[src/rtl/portal_mux_pkg.sv]
// Shared constants and helpers for the portal multiplexer and its channel FIFOs.
package portal_mux_pkg;

    localparam logic [31:0] INTR_NONE = 32'd0;
    localparam int unsigned ERRCNT_W  = 16;
    localparam logic [ERRCNT_W-1:0] ERRCNT_MAX = 16'hFFFF;

    function automatic int unsigned clog2(input int unsigned value);
        int unsigned result;
        result = 0;
        for (int unsigned i = 0; i < 32; i++) begin
            if ((64'd1 << i) < 64'(value)) begin
                result = i + 1;
            end
        end
        return result;
    endfunction

endpackage

[src/rtl/portal_fifo.sv]
// Synchronous per-channel FIFO with a registered head; no fall-through when empty.
module portal_fifo
    import portal_mux_pkg::*;
#(
    parameter int unsigned W     = 32,
    parameter int unsigned DEPTH = 8
) (
    input  logic         CLK,
    input  logic         RST,
    input  logic         enq,
    input  logic         deq,
    input  logic [W-1:0] din,
    output logic [W-1:0] dout,
    output logic         full_n,
    output logic         empty_n
);

    localparam int unsigned     AW       = clog2(DEPTH);
    localparam logic [AW-1:0]   PTR_ONE  = AW'(1);
    localparam logic [AW:0]     CNT_ONE  = (AW + 1)'(1);
    localparam logic [AW:0]     CNT_FULL = (AW + 1)'(DEPTH);

    logic [W-1:0]  mem_q [DEPTH];
    logic [W-1:0]  mem_d [DEPTH];
    logic [AW-1:0] rd_ptr_q, rd_ptr_d;
    logic [AW-1:0] wr_ptr_q, wr_ptr_d;
    logic [AW:0]   count_q, count_d;
    logic          do_enq;
    logic          do_deq;

    always_comb begin
        empty_n  = (count_q != '0);
        full_n   = (count_q != CNT_FULL);
        // a full FIFO still accepts an enqueue paired with a real dequeue
        do_deq   = deq && empty_n;
        do_enq   = enq && (full_n || do_deq);

        mem_d    = mem_q;
        rd_ptr_d = rd_ptr_q;
        wr_ptr_d = wr_ptr_q;
        count_d  = count_q;

        if (do_enq) begin
            mem_d[wr_ptr_q] = din;
            wr_ptr_d        = wr_ptr_q + PTR_ONE;
        end
        if (do_deq) begin
            rd_ptr_d = rd_ptr_q + PTR_ONE;
        end
        case ({do_enq, do_deq})
            2'b10:   count_d = count_q + CNT_ONE;
            2'b01:   count_d = count_q - CNT_ONE;
            default: count_d = count_q;
        endcase

        dout = mem_q[rd_ptr_q];
    end

    always_ff @(posedge CLK) begin
        if (RST) begin
            mem_q    <= '{default: '0};
            rd_ptr_q <= '0;
            wr_ptr_q <= '0;
            count_q  <= '0;
        end else begin
            mem_q    <= mem_d;
            rd_ptr_q <= rd_ptr_d;
            wr_ptr_q <= wr_ptr_d;
            count_q  <= count_d;
        end
    end

endmodule

[src/rtl/portal_mux.sv]
// Host-to-DUT portal multiplexer: steered request/indication FIFOs plus interrupt channel numbers.
// Defining PORTAL_MUX_ERRCNT_EN adds the saturating rejected-operation counter on err_count.
module portal_mux
    import portal_mux_pkg::*;
#(
    parameter int unsigned  W      = 32,
    parameter int unsigned  N_REQ  = 3,
    parameter int unsigned  N_IND  = 2,
    parameter int unsigned  DEPTH  = 8,
    localparam int unsigned SELW_R = clog2(N_REQ + 1),
    localparam int unsigned SELW_I = clog2(N_IND + 1)
) (
    input  logic                 CLK,
    input  logic                 RST,
    input  logic [SELW_R-1:0]    req_sel,
    input  logic [W-1:0]         req_enq_v,
    input  logic                 req_enq_en,
    output logic                 req_enq_rdy,
    input  logic [SELW_I-1:0]    ind_sel,
    input  logic                 ind_deq_en,
    output logic [W-1:0]         ind_data,
    output logic                 ind_rdy,
    output logic [31:0]          req_intr_channel,
    output logic [31:0]          ind_intr_channel,
    output logic [N_REQ*W-1:0]   pipe_first,
    output logic [N_REQ-1:0]     pipe_valid,
    input  logic [N_REQ-1:0]     pipe_deq,
    input  logic [N_IND*W-1:0]   dut_ind_v,
    input  logic [N_IND-1:0]     dut_ind_en,
    output logic [N_IND-1:0]     dut_ind_rdy,
    output logic [ERRCNT_W-1:0]  err_count
);

    logic [N_REQ-1:0]  req_enq_vec;
    logic [N_REQ-1:0]  req_full_n;
    logic [N_REQ-1:0]  req_empty_n;
    logic [N_IND-1:0]  ind_deq_vec;
    logic [N_IND-1:0]  ind_full_n;
    logic [N_IND-1:0]  ind_empty_n;
    logic [W-1:0]      ind_dout [N_IND];

    logic [31:0]       req_intr_q, req_intr_d;
    logic [31:0]       ind_intr_q, ind_intr_d;
    logic [SELW_I-1:0] rr_q, rr_d;

    for (genvar g = 0; g < N_REQ; g++) begin : g_req
        portal_fifo #(
            .W     (W),
            .DEPTH (DEPTH)
        ) u_fifo (
            .CLK     (CLK),
            .RST     (RST),
            .enq     (req_enq_vec[g]),
            .deq     (pipe_deq[g]),
            .din     (req_enq_v),
            .dout    (pipe_first[g*W +: W]),
            .full_n  (req_full_n[g]),
            .empty_n (req_empty_n[g])
        );
    end

    for (genvar g = 0; g < N_IND; g++) begin : g_ind
        portal_fifo #(
            .W     (W),
            .DEPTH (DEPTH)
        ) u_fifo (
            .CLK     (CLK),
            .RST     (RST),
            .enq     (dut_ind_en[g]),
            .deq     (ind_deq_vec[g]),
            .din     (dut_ind_v[g*W +: W]),
            .dout    (ind_dout[g]),
            .full_n  (ind_full_n[g]),
            .empty_n (ind_empty_n[g])
        );
    end

    assign pipe_valid  = req_empty_n;
    assign dut_ind_rdy = ind_full_n;

    // Out-of-range selects match no channel, so strobes are dropped and outputs stay zero.
    always_comb begin
        req_enq_vec = '0;
        req_enq_rdy = 1'b0;
        for (int unsigned i = 0; i < N_REQ; i++) begin
            if (req_sel == SELW_R'(i)) begin
                req_enq_vec[i] = req_enq_en;
                req_enq_rdy    = req_full_n[i];
            end
        end

        ind_deq_vec = '0;
        ind_rdy     = 1'b0;
        ind_data    = '0;
        for (int unsigned i = 0; i < N_IND; i++) begin
            if (ind_sel == SELW_I'(i)) begin
                ind_deq_vec[i] = ind_deq_en;
                ind_rdy        = ind_empty_n[i];
                ind_data       = ind_dout[i];
            end
        end
    end

    always_comb begin
        int unsigned idx;
        logic        found;

        req_intr_d = INTR_NONE;
        for (int unsigned i = N_REQ; i > 0; i--) begin
            if (!req_full_n[i-1]) begin
                req_intr_d = 32'(i);
            end
        end

        ind_intr_d = INTR_NONE;
        found      = 1'b0;
        idx        = 0;
        for (int unsigned k = 0; k < N_IND; k++) begin
            idx = 32'(rr_q) + k;
            if (idx >= N_IND) begin
                idx = idx - N_IND;
            end
            if (!found && ind_empty_n[idx]) begin
                found      = 1'b1;
                ind_intr_d = 32'(idx + 1);
            end
        end

        // Servicing the advertised channel hands priority to the next one.
        rr_d = rr_q;
        for (int unsigned c = 0; c < N_IND; c++) begin
            if (ind_deq_vec[c] && ind_empty_n[c] && (ind_intr_q == 32'(c + 1))) begin
                rr_d = (c + 1 == N_IND) ? '0 : SELW_I'(c + 1);
            end
        end
    end

    always_ff @(posedge CLK) begin
        if (RST) begin
            req_intr_q <= INTR_NONE;
            ind_intr_q <= INTR_NONE;
            rr_q       <= '0;
        end else begin
            req_intr_q <= req_intr_d;
            ind_intr_q <= ind_intr_d;
            rr_q       <= rr_d;
        end
    end

    assign req_intr_channel = req_intr_q;
    assign ind_intr_channel = ind_intr_q;

`ifdef PORTAL_MUX_ERRCNT_EN
    logic [ERRCNT_W-1:0] err_q, err_d;
    logic [ERRCNT_W:0]   err_sum;
    logic                req_accept;
    logic                ind_accept;
    logic                req_rej;
    logic                ind_rej;

    always_comb begin
        req_accept = 1'b0;
        for (int unsigned i = 0; i < N_REQ; i++) begin
            if (req_sel == SELW_R'(i)) begin
                req_accept = req_full_n[i] || (pipe_deq[i] && req_empty_n[i]);
            end
        end
        ind_accept = 1'b0;
        for (int unsigned i = 0; i < N_IND; i++) begin
            if (ind_sel == SELW_I'(i)) begin
                ind_accept = ind_empty_n[i];
            end
        end
        req_rej = req_enq_en && !req_accept;
        ind_rej = ind_deq_en && !ind_accept;
        err_sum = {1'b0, err_q} + (ERRCNT_W + 1)'(req_rej) + (ERRCNT_W + 1)'(ind_rej);
        err_d   = (err_sum > {1'b0, ERRCNT_MAX}) ? ERRCNT_MAX : err_sum[ERRCNT_W-1:0];
    end

    always_ff @(posedge CLK) begin
        if (RST) begin
            err_q <= '0;
        end else begin
            err_q <= err_d;
        end
    end

    assign err_count = err_q;
`else
    assign err_count = '0;
`endif

endmodule

[config.mk]
export PLATFORM = sky130hd
export DESIGN_NAME = portal_mux
export DESIGN_NICKNAME = d
export VERILOG_FILES = /design/src/rtl/portal_mux_pkg.sv /design/src/rtl/portal_fifo.sv /design/src/rtl/portal_mux.sv
export SDC_FILE = /design/constraint.sdc
export NUM_CORES = 2
export LEC_CHECK = 0
export CORE_MARGIN = 3
export CORE_UTILIZATION = 54
export DETAILED_ROUTE_END_ITERATION = 16
export HOLD_SLACK_MARGIN = 0.1
export PLACE_DENSITY_LB_ADDON = 0.15
export SLEW_MARGIN = 5
export SYNTH_ARGS = -nofsm -noshare
export SYNTH_HDL_FRONTEND = slang
export SYNTH_SLANG_ARGS = --single-unit
[constraint.sdc]
create_clock -name CLK -period 2.99 [get_ports CLK]
set_input_delay 0.7475 -clock CLK [delete_from_list [all_inputs] [get_ports CLK]]
set_output_delay 0.7475 -clock CLK [all_outputs]
set_load 0.05 [all_outputs]
Word level (Yosys, flattened, before mapping) --
Cells that the tools add are included.
Storage, ports and cells: bits in registers 1395, input port bits 109, output and inout port bits 215
Operators by class: add/sub/neg operators 25, magnitude comparators 19, equality and inequality tests 20, multiplexer cells 59, bitwise logic cells 12, reduce and logical (&&, ||, !) cells 39
Operators by type and width (number):
- $bwmux 256 | 5
- $mux 32 | 21
- $bmux 32 s3 | 5
- $demux 32 s3 | 5
- $add 32x1->32 const B | 2
- $lt 32x2->1 const B | 2
- $ge 4x4->1 const B | 10
- $not 3->4 | 10
- $pmux 4 s2 | 5
- $eq 32x1->1 const B | 1
- $eq 32x2->1 const B | 1
- $add 3x1->3 const B | 10
- $add 4x1->4 const B | 5
- $lt 4x1->1 const B | 5
- $ne 4x4->1 const B | 5
- $reduce_bool 4->1 | 5
- $sub 4x1->4 const B | 5
- $logic_and 1x1->1 | 18
- $mux 1 | 16
- $eq 2x1->1 const B | 7
- $eq 2x2->1 const B | 6
- $reduce_bool 2->1 | 5
- $logic_or 1x1->1 | 5
- $logic_not 2->1 | 2
- 10 further kinds | 13

Logic depth before layout (Yosys ltp) --
depth in word-level cells 8, mapped depth 12, mapped depth without buffers 10

Hierarchy --
Synthesis repeated with hierarchy kept, for this count alone.
Second synthesis, totals: cells, all modules 6855, area total of the unflattened synthesis 58533.6 um^2
Modules (own cells, without submodules):
- portal_fifo (g_ind[0].u_fifo ...) | times used 4, cells each 1335, area each 11426.0 um^2, sequential area each 5325.1 um^2
- portal_fifo (g_req[2].u_fifo) | times used 1, cells each 1338, area each 11496.0 um^2, sequential area each 5325.1 um^2
- portal_mux | times used 1, cells each 177, area each 1333.8 um^2, sequential area each 100.1 um^2

Worst setup path before layout --
No wires, ideal clock.
kind in2reg, from input port ind_sel[1], to register g_ind[1].u_fifo.count_q[3], data arrival time 3.074 ns, slack -0.204 ns, stages on the path 10, buffers on the path 3, cell sequence clkbuf_1 and3b_1 buf_1 o21ai_0 ha_1 clkbuf_1 nor4b_1 o21ai_0 o31ai_1 mux2_2
On the way: cells in the longest elaborated chain, start to end 7, elaborated cells on any way between the ends 9, classes of those cells eq/ne: 3; mux: 2; reduce/logical: 4
Ends and longest elaborated chain:
- start: declaration | RTL line portal_mux.sv:19 | input logic [SELW_I-1:0] ind_sel,
- $eq 2x1->1 * | RTL line portal_mux.sv:96 | if (ind_sel == SELW_I'(i)) begin
- $mux 1 * | RTL line portal_mux.sv:96
- $logic_and 1x1->1 * | RTL line portal_fifo.sv:35 | do_deq = deq && empty_n;
- $logic_or 1x1->1 | RTL line portal_fifo.sv:36 | do_enq = enq && (full_n || do_deq);
- $logic_and 1x1->1 | RTL line portal_fifo.sv:36
- $eq 2x1->1 or $eq 2x2->1 (tied branches) | RTL line portal_fifo.sv:50 | case ({do_enq, do_deq})
- $pmux 4 s2 or $reduce_bool 2->1 (tied branches)
- end signal: assignment | RTL line portal_fifo.sv:69 | count_q <= count_d;
- end: declaration | RTL line portal_fifo.sv:27 | logic [AW:0] count_q, count_d;
Every way passes the cells marked *; elsewhere a longest branch is shown, timed or not. A chain may end at the register's enable or synchronous reset.

Worst setup path after layout --
from register g_ind[1].u_fifo.rd_ptr_q[0], to output port ind_data[18]
On the way: cells in the longest elaborated chain, start to end 5
Ends and longest elaborated chain:
- start: declaration | RTL line portal_fifo.sv:25 | logic [AW-1:0] rd_ptr_q, rd_ptr_d;
- start signal: assignment | RTL line portal_fifo.sv:67 | rd_ptr_q <= rd_ptr_d;
- $not 3->4 (implied by the code) | RTL line portal_fifo.sv:56 | dout = mem_q[rd_ptr_q];
- $bmux 32 s3 | RTL line portal_fifo.sv:56
- $mux 32 (implied by the code) (2 in series) | RTL line portal_fifo.sv:56
- $mux 32 | RTL line portal_mux.sv:96
- end: declaration | RTL line portal_mux.sv:21 | output logic [W-1:0] ind_data,
Every way passes these cells. The select of a mux whose other input is x is not followed.

==> metrics.md <==
| Metric | Value |
|---|---|
| Total GRT Usage | 0.325 |
| Via count | about 49000 |
| Pint | between 30 and 40 mW |
| Max_cap viols | 0 |
| CTS max path bufs | 3 |
| Final Slew Violations | 0 |
| Final Util | 0.671 |
| Post-synthesis sequential area ratio | 0.453 |
| Register bit total from synthesis | 1335 |
| Final Cycle Share | 1.12 |
| Final setup violation count | 128 |
| Primary FF master, synth | dfxtp_1 |
| Worst Path Required | about 2.2 ns |
| Post-Synthesis Cells | 6645 |
| Area leader, netlist | dfxtp_1 |
| Sequential share of power | 0.415 |
| Top-count cell post-synth | nand2_1 |
| Reg clk slew, reported paths | about 0.060 ns |
| Psw | 12.0 mW |
| Pre-antenna DRT Iters | 6 |
| Yosys warns | 0 |
| Global-route wire length before repair | 286000 µm |
| Clk root buf | clkbuf_16 |
| Fin crit period | between 3 and 4 ns |
| Top cells by area, synth | dfxtp_1, nand2_1, mux4_2 |
| Clock share of power | 0.411 |
| Non-filler cells, final | 8329 |
| Inst Count DP | ~8000 |
| Syn avg cell area | 8.87 µm² |
| Fillers | about 8400 |
| DP Worst Slack | -0.798 ns |
| Std cell rows | 120 |
| GP Congestion | 0.931 |
| Flip-flop and latch area | 26800 µm² |
| Slew HR | 0.183 |
| Fraction of registers with async set/reset | 0 |
| Share of the synthesized area in the top cell type | 0.453 |
| Final Hold Fails | 0 |
| PD cells | approximately 600 nW/µm² |
| Cell variety after synth | 66 |
| Post-place instance area | 64500 µm² |
| VDD IR max | about 460 µV |
| CP Class | register to output port |
| H-tree depth | 4 |
| Worst Skew | 0.0240 ns |
| GRT overflow | 0 |
| Routed length per instance | 22.4 µm |
| CTS tree | done |
| Final #Nets | 6942 |
| Switching Fraction | 0.270 |
| Post-layout instance area | 72200 µm² |
| Clk_lat worst skew | approximately 0.76 ns |
| Vias/cell | slightly below 6 |
| Antenna-violating nets left | 0 |
| Vias in the first global route | 47700 |
| Commonest cells in the netlist | nand2_1, dfxtp_1, a21oi_1, mux4_2, clkbuf_1 |
| Setup crit end kind | output port |
| Post-synth EDFFs | 0 |
| Area growth syn-to-layout | 22.5% |
| Achievable clock frequency | 298 MHz |
| Comb pwr share | 0.174 |
| Failing checks | setup timing |
| # clock sinks | about 1300 |
| WL final | roughly 190000 µm |
| DRC | 0 |
| Hold Path Class | input pin to register |
| Die height | about 340 µm |
| Number of CTS-inserted buffers | 143 |
| Area of the multi-input gates | 30200 µm² |
| Share of layout cells above drive strength 1 | 0.227 |
| Outcome | finished, violations left |
| Initial antenna violation count | 7 |
| CTS Hold Bufs | 0 |
| Die X | between 300 and 400 µm |
| Worst-margin pin slew | 1.22 ns |
| CP Max Fanout | 7 |
| Critical path launch point type | register |
| IO Pins | approximately 320 |
| DIE AREA | 113000 µm² |
| Dpl hpwl | 112000 µm |
| Synthesized cell area | 59000 µm² |
| Worst setup margin | -0.365 ns |
| Pin count of the biggest net entering global routing | 118 |
| PortBufs | around 250 |
| Static Leakage | 25.4 nW |
| Critical path arrival | 2.61 ns |
| Initial Utilization | 0.548 |
| Unrepaired setup endpoints after global routing | yes |
| Initial DRC Count | 4561 |
| Core Region | 108000 µm² |
[flip-flops by register name, summed over array words and instances, names as in the netlist]
register / cells
g_ind.u_fifo.rd_ptr_q: 6
rr_q: 1
g_req.u_fifo.count_q: 12
g_req.u_fifo.mem_q: 768
g_req.u_fifo.wr_ptr_q: 9
ind_intr_channel: 2
g_req.u_fifo.rd_ptr_q: 9
g_ind.u_fifo.count_q: 8
g_ind.u_fifo.wr_ptr_q: 6
req_intr_channel: 2
g_ind.u_fifo.mem_q: 512
[cell usage in the layout (no fill, tap or decap), types with 76 or more instances in the layout]
master,synthesis,layout
nand2_1,2257,2225
dfxtp_1,1335,1315
a21oi_1,1084,1083
mux4_2,320,320
buf_4,99,230
buf_12,0,187
nor2_1,179,177
clkbuf_16,0,146
mux2i_1,137,137
nand2_2,90,114
clkdlybuf4s50_1,0,110
a21oi_2,90,90
mux2_4,0,89
conb_1,1,76
[per-layer routing]
metal / global-route usage / vias up / part of all wire
li1: - / 22600 / -
met1: 0.412 / 23800 / 0.39
met2: 0.541 / 1963 / 0.48
met3: 0.0602 / 434 / 0.079
met4: 0.150 / 8 / 0.049
met5: 0 / - / 0.00031
[path summary, 6_finish.rpt]
| kind | cells after the start | slack, ns | startpoint | end |
|---|---|---|---|---|
| hold reg to reg | 2 | 0.45 | g_ind[0].u_fifo.mem_q[55] | g_ind[0].u_fifo.mem_q[55] |
| setup reg to reg | 7 | 0.30 | g_req[0].u_fifo.count_q[1] | g_req[0].u_fifo.count_q[3] |
| hold / removal | 2 | 0.41 | RST | g_req[1].u_fifo.mem_q[66] |
| setup / recovery | 7 | -0.36 | g_ind[1].u_fifo.rd_ptr_q[0] | ind_data[18] |
[layout make-up]
cell class,instances,area share
antenna,2,0.0000693
timing repair buffer,664,0.119
sequential,1335,0.371
multi-input combinational,4650,0.418
clock inverter,49,0.00802
inverter,13,0.000676
tap,1403,0.0243
clock buffer,213,0.0592
[repair_timing]
action,in CTS,in global routing
buffers inserted,76,16
pin swaps,47,26
gates resized for setup,373,103
endpoints found under the setup margin,132,130
gates cloned,30,0
[power by group through the flow]
stage / Sequential, mW / Clock (mW) / Combinational, mW
final: 18.4 / 18.2 / 7.70
after global routing: 18.4 / 19.1 / 8.11
after CTS: 18.4 / 18.4 / 7.99
after detailed placement: 18.8 / 0 / 6.00
after global placement: 18.8 / 0 / 5.95
after floorplan: 18.7 / 0 / 4.11
[worst max-delay path: stages, from the launching register on]
cell,delay [ns]
dfxtp_4,0.44
buf_8,0.18
buf_6,0.11
mux4_2,0.58
a22oi_2,0.17
buf_4,0.15
nand2_4,0.05
buf_12,0.15
[kinds of logic after synthesis]
kind of cell             after synthesis  synth area share
adder cells (fa/ha/maj)               26           0.00565
AND/OR/NAND/NOR                     2609             0.176
buffers and inverters                735            0.0621
XOR/XNOR                              34           0.00505
AO/OA/AOI/OAI                       1348             0.133
flip-flops                          1335             0.453
multiplexers                         557             0.165
other                                  1         0.0000636
[through the flow]
step | hold WS (ns) | TNS [ns] | total power [mW]
after floorplan | 0.433 | -0.000318 | 22.8
after global placement | 0.438 | -32.26 | 24.8
after detailed placement | 0.443 | -36.34 | 24.8
after CTS | 0.377 | -36.38 | 44.8
after global routing | 0.404 | -35.45 | 45.6
final | 0.408 | -27.92 | 44.3
(Power assumes the default switching activity.)
